## src/rtl/dcache_pkg.sv

```systemverilog
// ---------------------------------------------------------------------------
// dcache_pkg
// Shared definitions for the direct-mapped, write-through data cache:
// default geometry, the address-field widths derived from it, and the
// controller state encoding.
// ---------------------------------------------------------------------------
package dcache_pkg;

    // Default geometry: 16 lines of 4 x 32-bit words.
    localparam int LINES_DEF = 16;
    localparam int WORDS_DEF = 4;

    // Address split at the default geometry: tag | index | offset | byte.
    localparam int OFFSET_W  = $clog2(WORDS_DEF);
    localparam int INDEX_W   = $clog2(LINES_DEF);
    localparam int TAG_W     = 32 - INDEX_W - OFFSET_W - 2;

    typedef enum logic [2:0] {
        ST_IDLE   = 3'd0,
        ST_LOOKUP = 3'd1,
        ST_REFILL = 3'd2,
        ST_WRITE  = 3'd3,
        ST_RESP   = 3'd4
    } state_t;

endpackage : dcache_pkg

```

## src/rtl/dcache_data_array.sv

```systemverilog
// ---------------------------------------------------------------------------
// dcache_data_array
// LINES x WORDS x 32-bit data storage.
//   i_clk             : clock
//   i_we[3:0]         : byte write enables (synchronous write port)
//   i_windex/i_woffset: line / word selected for the write
//   i_wdata           : write data, lane-aligned
//   i_rindex/i_roffset: line / word selected for the read
//   o_rdata           : asynchronous read data
// ---------------------------------------------------------------------------
module dcache_data_array #(
    parameter  int LINES = 16,
    parameter  int WORDS = 4,
    localparam int IDX_W = $clog2(LINES),
    localparam int OFF_W = $clog2(WORDS)
) (
    input  logic             i_clk,
    input  logic [3:0]       i_we,
    input  logic [IDX_W-1:0] i_windex,
    input  logic [OFF_W-1:0] i_woffset,
    input  logic [31:0]      i_wdata,
    input  logic [IDX_W-1:0] i_rindex,
    input  logic [OFF_W-1:0] i_roffset,
    output logic [31:0]      o_rdata
);

    logic [31:0] r_mem [LINES*WORDS];

    // NOTE: storage arrays carry no reset; contents are only trusted once the
    // matching valid bit is set, so a reset network here would buy nothing.
    // NOTE: sequential state is always updated with non-blocking assignments
    // so every flop samples the pre-edge value of its inputs.
    always_ff @(posedge i_clk) begin
        for (int b = 0; b < 4; b++) begin
            if (i_we[b]) begin
                r_mem[{i_windex, i_woffset}][8*b +: 8] <= i_wdata[8*b +: 8];
            end
        end
    end

    assign o_rdata = r_mem[{i_rindex, i_roffset}];

endmodule : dcache_data_array

```

## src/rtl/dcache.sv

```systemverilog
// ---------------------------------------------------------------------------
// dcache
// Direct-mapped, write-through, no-write-allocate data cache.
//   clk, reset        : clock, asynchronous active-high reset
//   dm_req/addr/wen/wdata : CPU request (wen==0 is a read), held until dm_ready
//   dm_rdata, dm_ready    : response word and one-cycle completion pulse
//   mem_rd_*          : line refill (single request, WORDS beats in order)
//   mem_wr_*          : write-through (request held until mem_wr_ack)
// Tag and valid arrays live here; data words live in dcache_data_array.
// ---------------------------------------------------------------------------
module dcache
    import dcache_pkg::*;
#(
    parameter int LINES = LINES_DEF,
    parameter int WORDS = WORDS_DEF
) (
    input  logic        clk,
    input  logic        reset,
    input  logic        dm_req,
    input  logic [31:0] dm_addr,
    input  logic [3:0]  dm_wen,
    input  logic [31:0] dm_wdata,
    output logic [31:0] dm_rdata,
    output logic        dm_ready,
    output logic        mem_rd_req,
    output logic [31:0] mem_rd_addr,
    input  logic        mem_rd_valid,
    input  logic [31:0] mem_rd_data,
    output logic        mem_wr_req,
    output logic [31:0] mem_wr_addr,
    output logic [3:0]  mem_wr_wen,
    output logic [31:0] mem_wr_data,
    input  logic        mem_wr_ack
);

    localparam int L_OFF_W = $clog2(WORDS);
    localparam int L_IDX_W = $clog2(LINES);
    localparam int L_TAG_W = 32 - L_IDX_W - L_OFF_W - 2;

    // Registered request and controller state.
    state_t               r_state;
    state_t               w_next;
    logic [31:0]          r_addr;
    logic [3:0]           r_wen;
    logic [31:0]          r_wdata;
    logic [L_OFF_W-1:0]   r_beat;
    logic [31:0]          r_rdata;

    // Tag / valid arrays.
    logic [LINES-1:0]     r_valid;
    logic [L_TAG_W-1:0]   r_tag [LINES];

    // Address fields of the registered request.
    logic [L_IDX_W-1:0]   w_index;
    logic [L_OFF_W-1:0]   w_offset;
    logic [L_TAG_W-1:0]   w_tag;
    logic                 w_hit;
    logic                 w_is_write;
    logic                 w_last_beat;

    // Data-array interface.
    logic [3:0]           w_arr_we;
    logic [L_OFF_W-1:0]   w_arr_off;
    logic [31:0]          w_arr_wdata;
    logic [31:0]          w_arr_rdata;

    // Response path.
    logic                 w_ready;
    logic [31:0]          w_resp_data;

    assign w_index     = r_addr[L_OFF_W+2 +: L_IDX_W];
    assign w_offset    = r_addr[2 +: L_OFF_W];
    assign w_tag       = r_addr[31 -: L_TAG_W];
    assign w_hit       = r_valid[w_index] && (r_tag[w_index] == w_tag);
    assign w_is_write  = |r_wen;
    assign w_last_beat = mem_rd_valid && (r_beat == L_OFF_W'(WORDS - 1));

    // Next state, response and array write controls.
    // NOTE: every signal driven here gets a default first, so no path through
    // the case leaves one unassigned and no latch is inferred.
    always_comb begin
        w_next      = r_state;
        w_ready     = 1'b0;
        w_resp_data = '0;
        w_arr_we    = 4'b0000;
        w_arr_off   = w_offset;
        w_arr_wdata = r_wdata;

        case (r_state)
            ST_IDLE: begin
                if (dm_req) begin
                    w_next = ST_LOOKUP;
                end
            end

            ST_LOOKUP: begin
                if (w_is_write) begin
                    // Write hits update the cached word now; misses leave the
                    // cache alone. Both go through to memory.
                    if (w_hit) begin
                        w_arr_we = r_wen;
                    end
                    w_next = ST_WRITE;
                end else if (w_hit) begin
                    w_ready     = 1'b1;
                    w_resp_data = w_arr_rdata;
                    w_next      = ST_IDLE;
                end else begin
                    w_next = ST_REFILL;
                end
            end

            ST_REFILL: begin
                if (mem_rd_valid) begin
                    w_arr_we    = 4'b1111;
                    w_arr_off   = r_beat;
                    w_arr_wdata = mem_rd_data;
                    if (w_last_beat) begin
                        w_next = ST_RESP;
                    end
                end
            end

            ST_WRITE: begin
                if (mem_wr_ack) begin
                    w_next = ST_RESP;
                end
            end

            ST_RESP: begin
                w_ready     = 1'b1;
                w_resp_data = w_is_write ? 32'h0 : w_arr_rdata;
                w_next      = ST_IDLE;
            end

            default: begin
                w_next = ST_IDLE;
            end
        endcase
    end

    always_ff @(posedge clk or posedge reset) begin
        if (reset) begin
            r_state <= ST_IDLE;
            r_addr  <= '0;
            r_wen   <= '0;
            r_wdata <= '0;
            r_beat  <= '0;
            r_rdata <= '0;
            r_valid <= '0;
        end else begin
            r_state <= w_next;
            r_rdata <= dm_rdata;

            if (r_state == ST_IDLE && dm_req) begin
                r_addr  <= dm_addr;
                r_wen   <= dm_wen;
                r_wdata <= dm_wdata;
            end

            // The line is overwritten beat by beat, so it must read as invalid
            // until the final beat lands; an abandoned refill stays invalid.
            if (r_state == ST_LOOKUP && !w_is_write && !w_hit) begin
                r_valid[w_index] <= 1'b0;
            end

            if (r_state == ST_REFILL && mem_rd_valid) begin
                if (w_last_beat) begin
                    r_beat           <= '0;
                    r_valid[w_index] <= 1'b1;
                end else begin
                    r_beat <= r_beat + 1'b1;
                end
            end
        end
    end

    always_ff @(posedge clk) begin
        if (r_state == ST_REFILL && w_last_beat) begin
            r_tag[w_index] <= w_tag;
        end
    end

    dcache_data_array #(
        .LINES (LINES),
        .WORDS (WORDS)
    ) u_data (
        .i_clk     (clk),
        .i_we      (w_arr_we),
        .i_windex  (w_index),
        .i_woffset (w_arr_off),
        .i_wdata   (w_arr_wdata),
        .i_rindex  (w_index),
        .i_roffset (w_offset),
        .o_rdata   (w_arr_rdata)
    );

    // dm_rdata follows the response word during a pulse and holds otherwise.
    assign dm_ready    = w_ready;
    assign dm_rdata    = w_ready ? w_resp_data : r_rdata;

    assign mem_rd_req  = (r_state == ST_REFILL) && (r_beat == '0);
    assign mem_rd_addr = {r_addr[31:L_OFF_W+2], {(L_OFF_W+2){1'b0}}};

    assign mem_wr_req  = (r_state == ST_WRITE);
    assign mem_wr_addr = r_addr;
    assign mem_wr_wen  = r_wen;
    assign mem_wr_data = r_wdata;

endmodule : dcache

```

## config.mk

```make
export PLATFORM = sky130hd
export DESIGN_NAME = dcache
export DESIGN_NICKNAME = d
export VERILOG_FILES = /design/src/rtl/dcache_pkg.sv /design/src/rtl/dcache_data_array.sv /design/src/rtl/dcache.sv
export SDC_FILE = /design/constraint.sdc
export NUM_CORES = 2
export LEC_CHECK = 0
export CAP_MARGIN = 10
export CORE_MARGIN = 2
export CORE_UTILIZATION = 45
export DETAILED_ROUTE_END_ITERATION = 7
export DONT_BUFFER_PORTS = 1
export SLEW_MARGIN = 20
export SYNTH_ARGS = -nofsm -noshare
export SYNTH_HDL_FRONTEND = slang
export SYNTH_HIERARCHICAL = 1
export SYNTH_SLANG_ARGS = --single-unit
```

## constraint.sdc

```tcl
create_clock -name clk -period 9.1 [get_ports clk]
set_input_delay 1.82 -clock clk [delete_from_list [all_inputs] [get_ports clk]]
set_output_delay 1.82 -clock clk [all_outputs]
set_load 0.1 [all_outputs]
```

==> results.yml <==
status:
  status: "completed"
timing:
  finalSetupTns_ns: 0
  period_share_pct: 89.74
  fmax_ghz: 0.1225
  rsz0062_at_grt: "no"
  max_slew_margin_pct: 4.405
  fin_worst_skew_ns: 0.08540
  layout_min_cycle_time_ns: 8.166
  tightest_slew_ns: 1.429
  final-hold-violation-count: 0
  fin_hold_ws_ns: 0.5212
  setup_viol: 0
  final_max_slew_viol_count: 0
routing:
  routed_wl_mm: 287.8
  antenna_left: 0
  first_pass_iters: 8
  drtIter0Drc: 7141
  vias: 53210
  drc: 0
  wl_per_cell_um: 33.59
  detail_route.vias_per_cell: 6.210
clocking:
  clock-root-buffer: "clkbuf_16"
  cts.sinks: 2553
  cts_tree: "done"
  clkTransAtPathRegs_ns: 0.06
  cts_hold_buf: 0
  clk_latency_ns: 0.96
  h-tree-depth: 5
  clockBufferDepth: 4
  cts_buffers: 278
  cts_resized: 0
  postCtsSetupRepairBufs: 0
floorplan:
  io-pin-count: 240
  die_w_um: 480.1
  rows: 174
  die_h_um: 480.1
  design.core.area_sq_um: 225100
  die-area_sq_um: 230500
  initial_utilization_pct: 45.32
cells_and_area:
  design_area_sq_um: 114100
  area_growth_syn_to_layout_pct: 11.81
  final_nets: 5456
  fillers: 18120
  drive_gt1_share_pct: 23.09
  utilization_pct: 50.67
  layout.cells.non_filler: 8568
logic_synthesis:
  yosysUniqueCellTypes: 83
  ys_seq_area_share_pct: 74.55
  synth_top_area_share_pct: 71.59
  synth_top_cell_by_area: "edfxtp_1"
  synth_flop_cell: "edfxtp_1"
  synth.ff_latch_count: 2553
  yosysWarnings: 6
  syn-instance-count: 5216
  syn_area_sq_um: 102000
  synth_common_cells: "edfxtp_1 (2432), mux4_2 (405), and2_1 (268)"
  async_flop_share_pct: 4.740
  synth_most_common_cell: "edfxtp_1"
  yosys-top-cells-area: "edfxtp_1 (72%), mux4_2 (8.9%), dfrtp_1 (3.0%)"
  avgSynthCellArea_sq_um: 19.56
  synth_edf_count: 2432
flow_run:
  max_cap_viol_count: 0
global_routing:
  antenna_found_initial: 32
  grt_pass1_vias: 52350
  grt_start_max_net_pins: 93
  grt_overflow: 0
  track_usage_pct: 24.80
  grt_first_pass_wirelength_mm: 403.9
place:
  place_area_sq_um: 105500
  numPortBuffers: 0
  gp_congestion: 0.8576
  dp_cells: 8060
  hpwl_mm: 180.0
setup_path:
  r2r_setup_slack_ns: 3.19
  r2r_start: "mem_wr_addr[4]"
  startpoint_type: "flop"
  path_max_fanout: 58
  crit_arrival_ns: 6.35
  crit_start: "mem_wr_addr[4]"
  required_ns: 7.28
  rr_worst_depth: 13
  r2r_end: "u_data/r_mem[0][6]"
  path_class: "flop to output port"
  cp-endpoint: "dm_rdata[7]"
  end_kind: "output port"
pwr:
  ir_worst_vdd_mv: 0.5594
  total_leakage_power_nw: 36.89
  power_density_nw_per_um2: 366.8
min_path:
  hold_path_class: "flop to flop"
routing by layer:
| layer | track usage, % | share of wire [%] |
|---|---|---|
| met5 | 0 | 0.0042 |
| met4 | 7.797 | 3.1 |
| met2 | 37.12 | 45 |
| met3 | 6.002 | 10 |
| met1 | 36.02 | 41 |
registers in the layout, summed over array words and instances, names as in the netlist, 3 cells and up:
register and flops:
u_data/r_mem 2048, r_tag 384, mem_wr_addr 32, mem_wr_data 32, r_rdata 32, r_valid 16
mem_wr_wen 4, r_state 3
cell type report:
cell class | instances | area, sq um | share of cell area, %
diodes | 32 | 80.08 | 0.07020
clock buffers | 362 | 7523 | 6.596
clock inverters | 113 | 924.6 | 0.8106
inverters | 22 | 88.84 | 0.07788
multi-input cells | 2302 | 23960 | 21.00
flip-flops and latches | 2553 | 76110 | 66.72
well taps | 2992 | 3744 | 3.282
repair buffers | 192 | 1637 | 1.435
cell usage in the layout (no fill, tap or decap), drive strengths merged, types with 39 or more instances in the layout:
cell    instances
edfxtp       2432
mux4          462
clkbuf        362
and2          271
mux2i         236
nand2         235
buf           192
mux2          181
nor2          132
dfrtp         121
a22oi         105
o22ai          98
clkinv         87
a21oi          72
a22o           48
nand3          45
a211oi         39
power breakdown:
group / switching, mW / leakage, nW / internal (mW)
logic: 10.4 / 9.32 / 4.17
registers: 1.24 / 23.5 / 15.4
clock network: 4.44 / 4.11 / 6.23
total: 16.0 / 36.9 / 25.8
per-stage QoR:
stage                     power (mW)  setup WS [ns]
after floorplan                26.06          3.016
after global placement         31.10          1.858
after detailed placement       31.32          1.834
after CTS                      41.93         0.8408
after global routing           43.06         0.6614
final                          41.84         0.9340
critical path, cell delays in order, from the launching register on:
cell,delay [ns]
dfrtp_4,0.96
buf_12,0.42
mux4_2,0.55
and2_1,0.17
a211oi_1,0.21
a21oi_1,0.08
xnor2_1,0.33
nor4bb_1,0.39
and2_1,0.21
a41o_2,0.88
buf_4,0.31
a22o_1,0.81
worst min path at each step:
stage | from | to | slack [ns] | cells after the start
after floorplan | r_state[2] | r_state[0] | 0.45 | 1
after global placement | r_state[2] | r_state[0] | 0.49 | 1
after detailed placement | r_valid[15] | r_valid[15] | 0.51 | 2
after CTS | r_valid[15] | r_valid[15] | 0.53 | 2
after global routing | r_beat[0] | r_beat[0] | 0.55 | 1
final | r_state[2] | r_state[0] | 0.52 | 1
kinds of logic (layout without fill, tap and decap cells):
kind of cell	after synthesis	after routing	share of synthesized area [%]
DFF	2553	2553	74.55
muxes	879	879	14.72
and+or+nand+nor	848	848	4.327
AOI/OAI and AO/OA	548	548	3.856
buffers and inverters	364	689	2.332
xor gates and xnor gates	21	21	0.1803
adders and majority gates	2	2	0.02453
other	1	36	0.003676
Power figures use the tool's default switching activity.
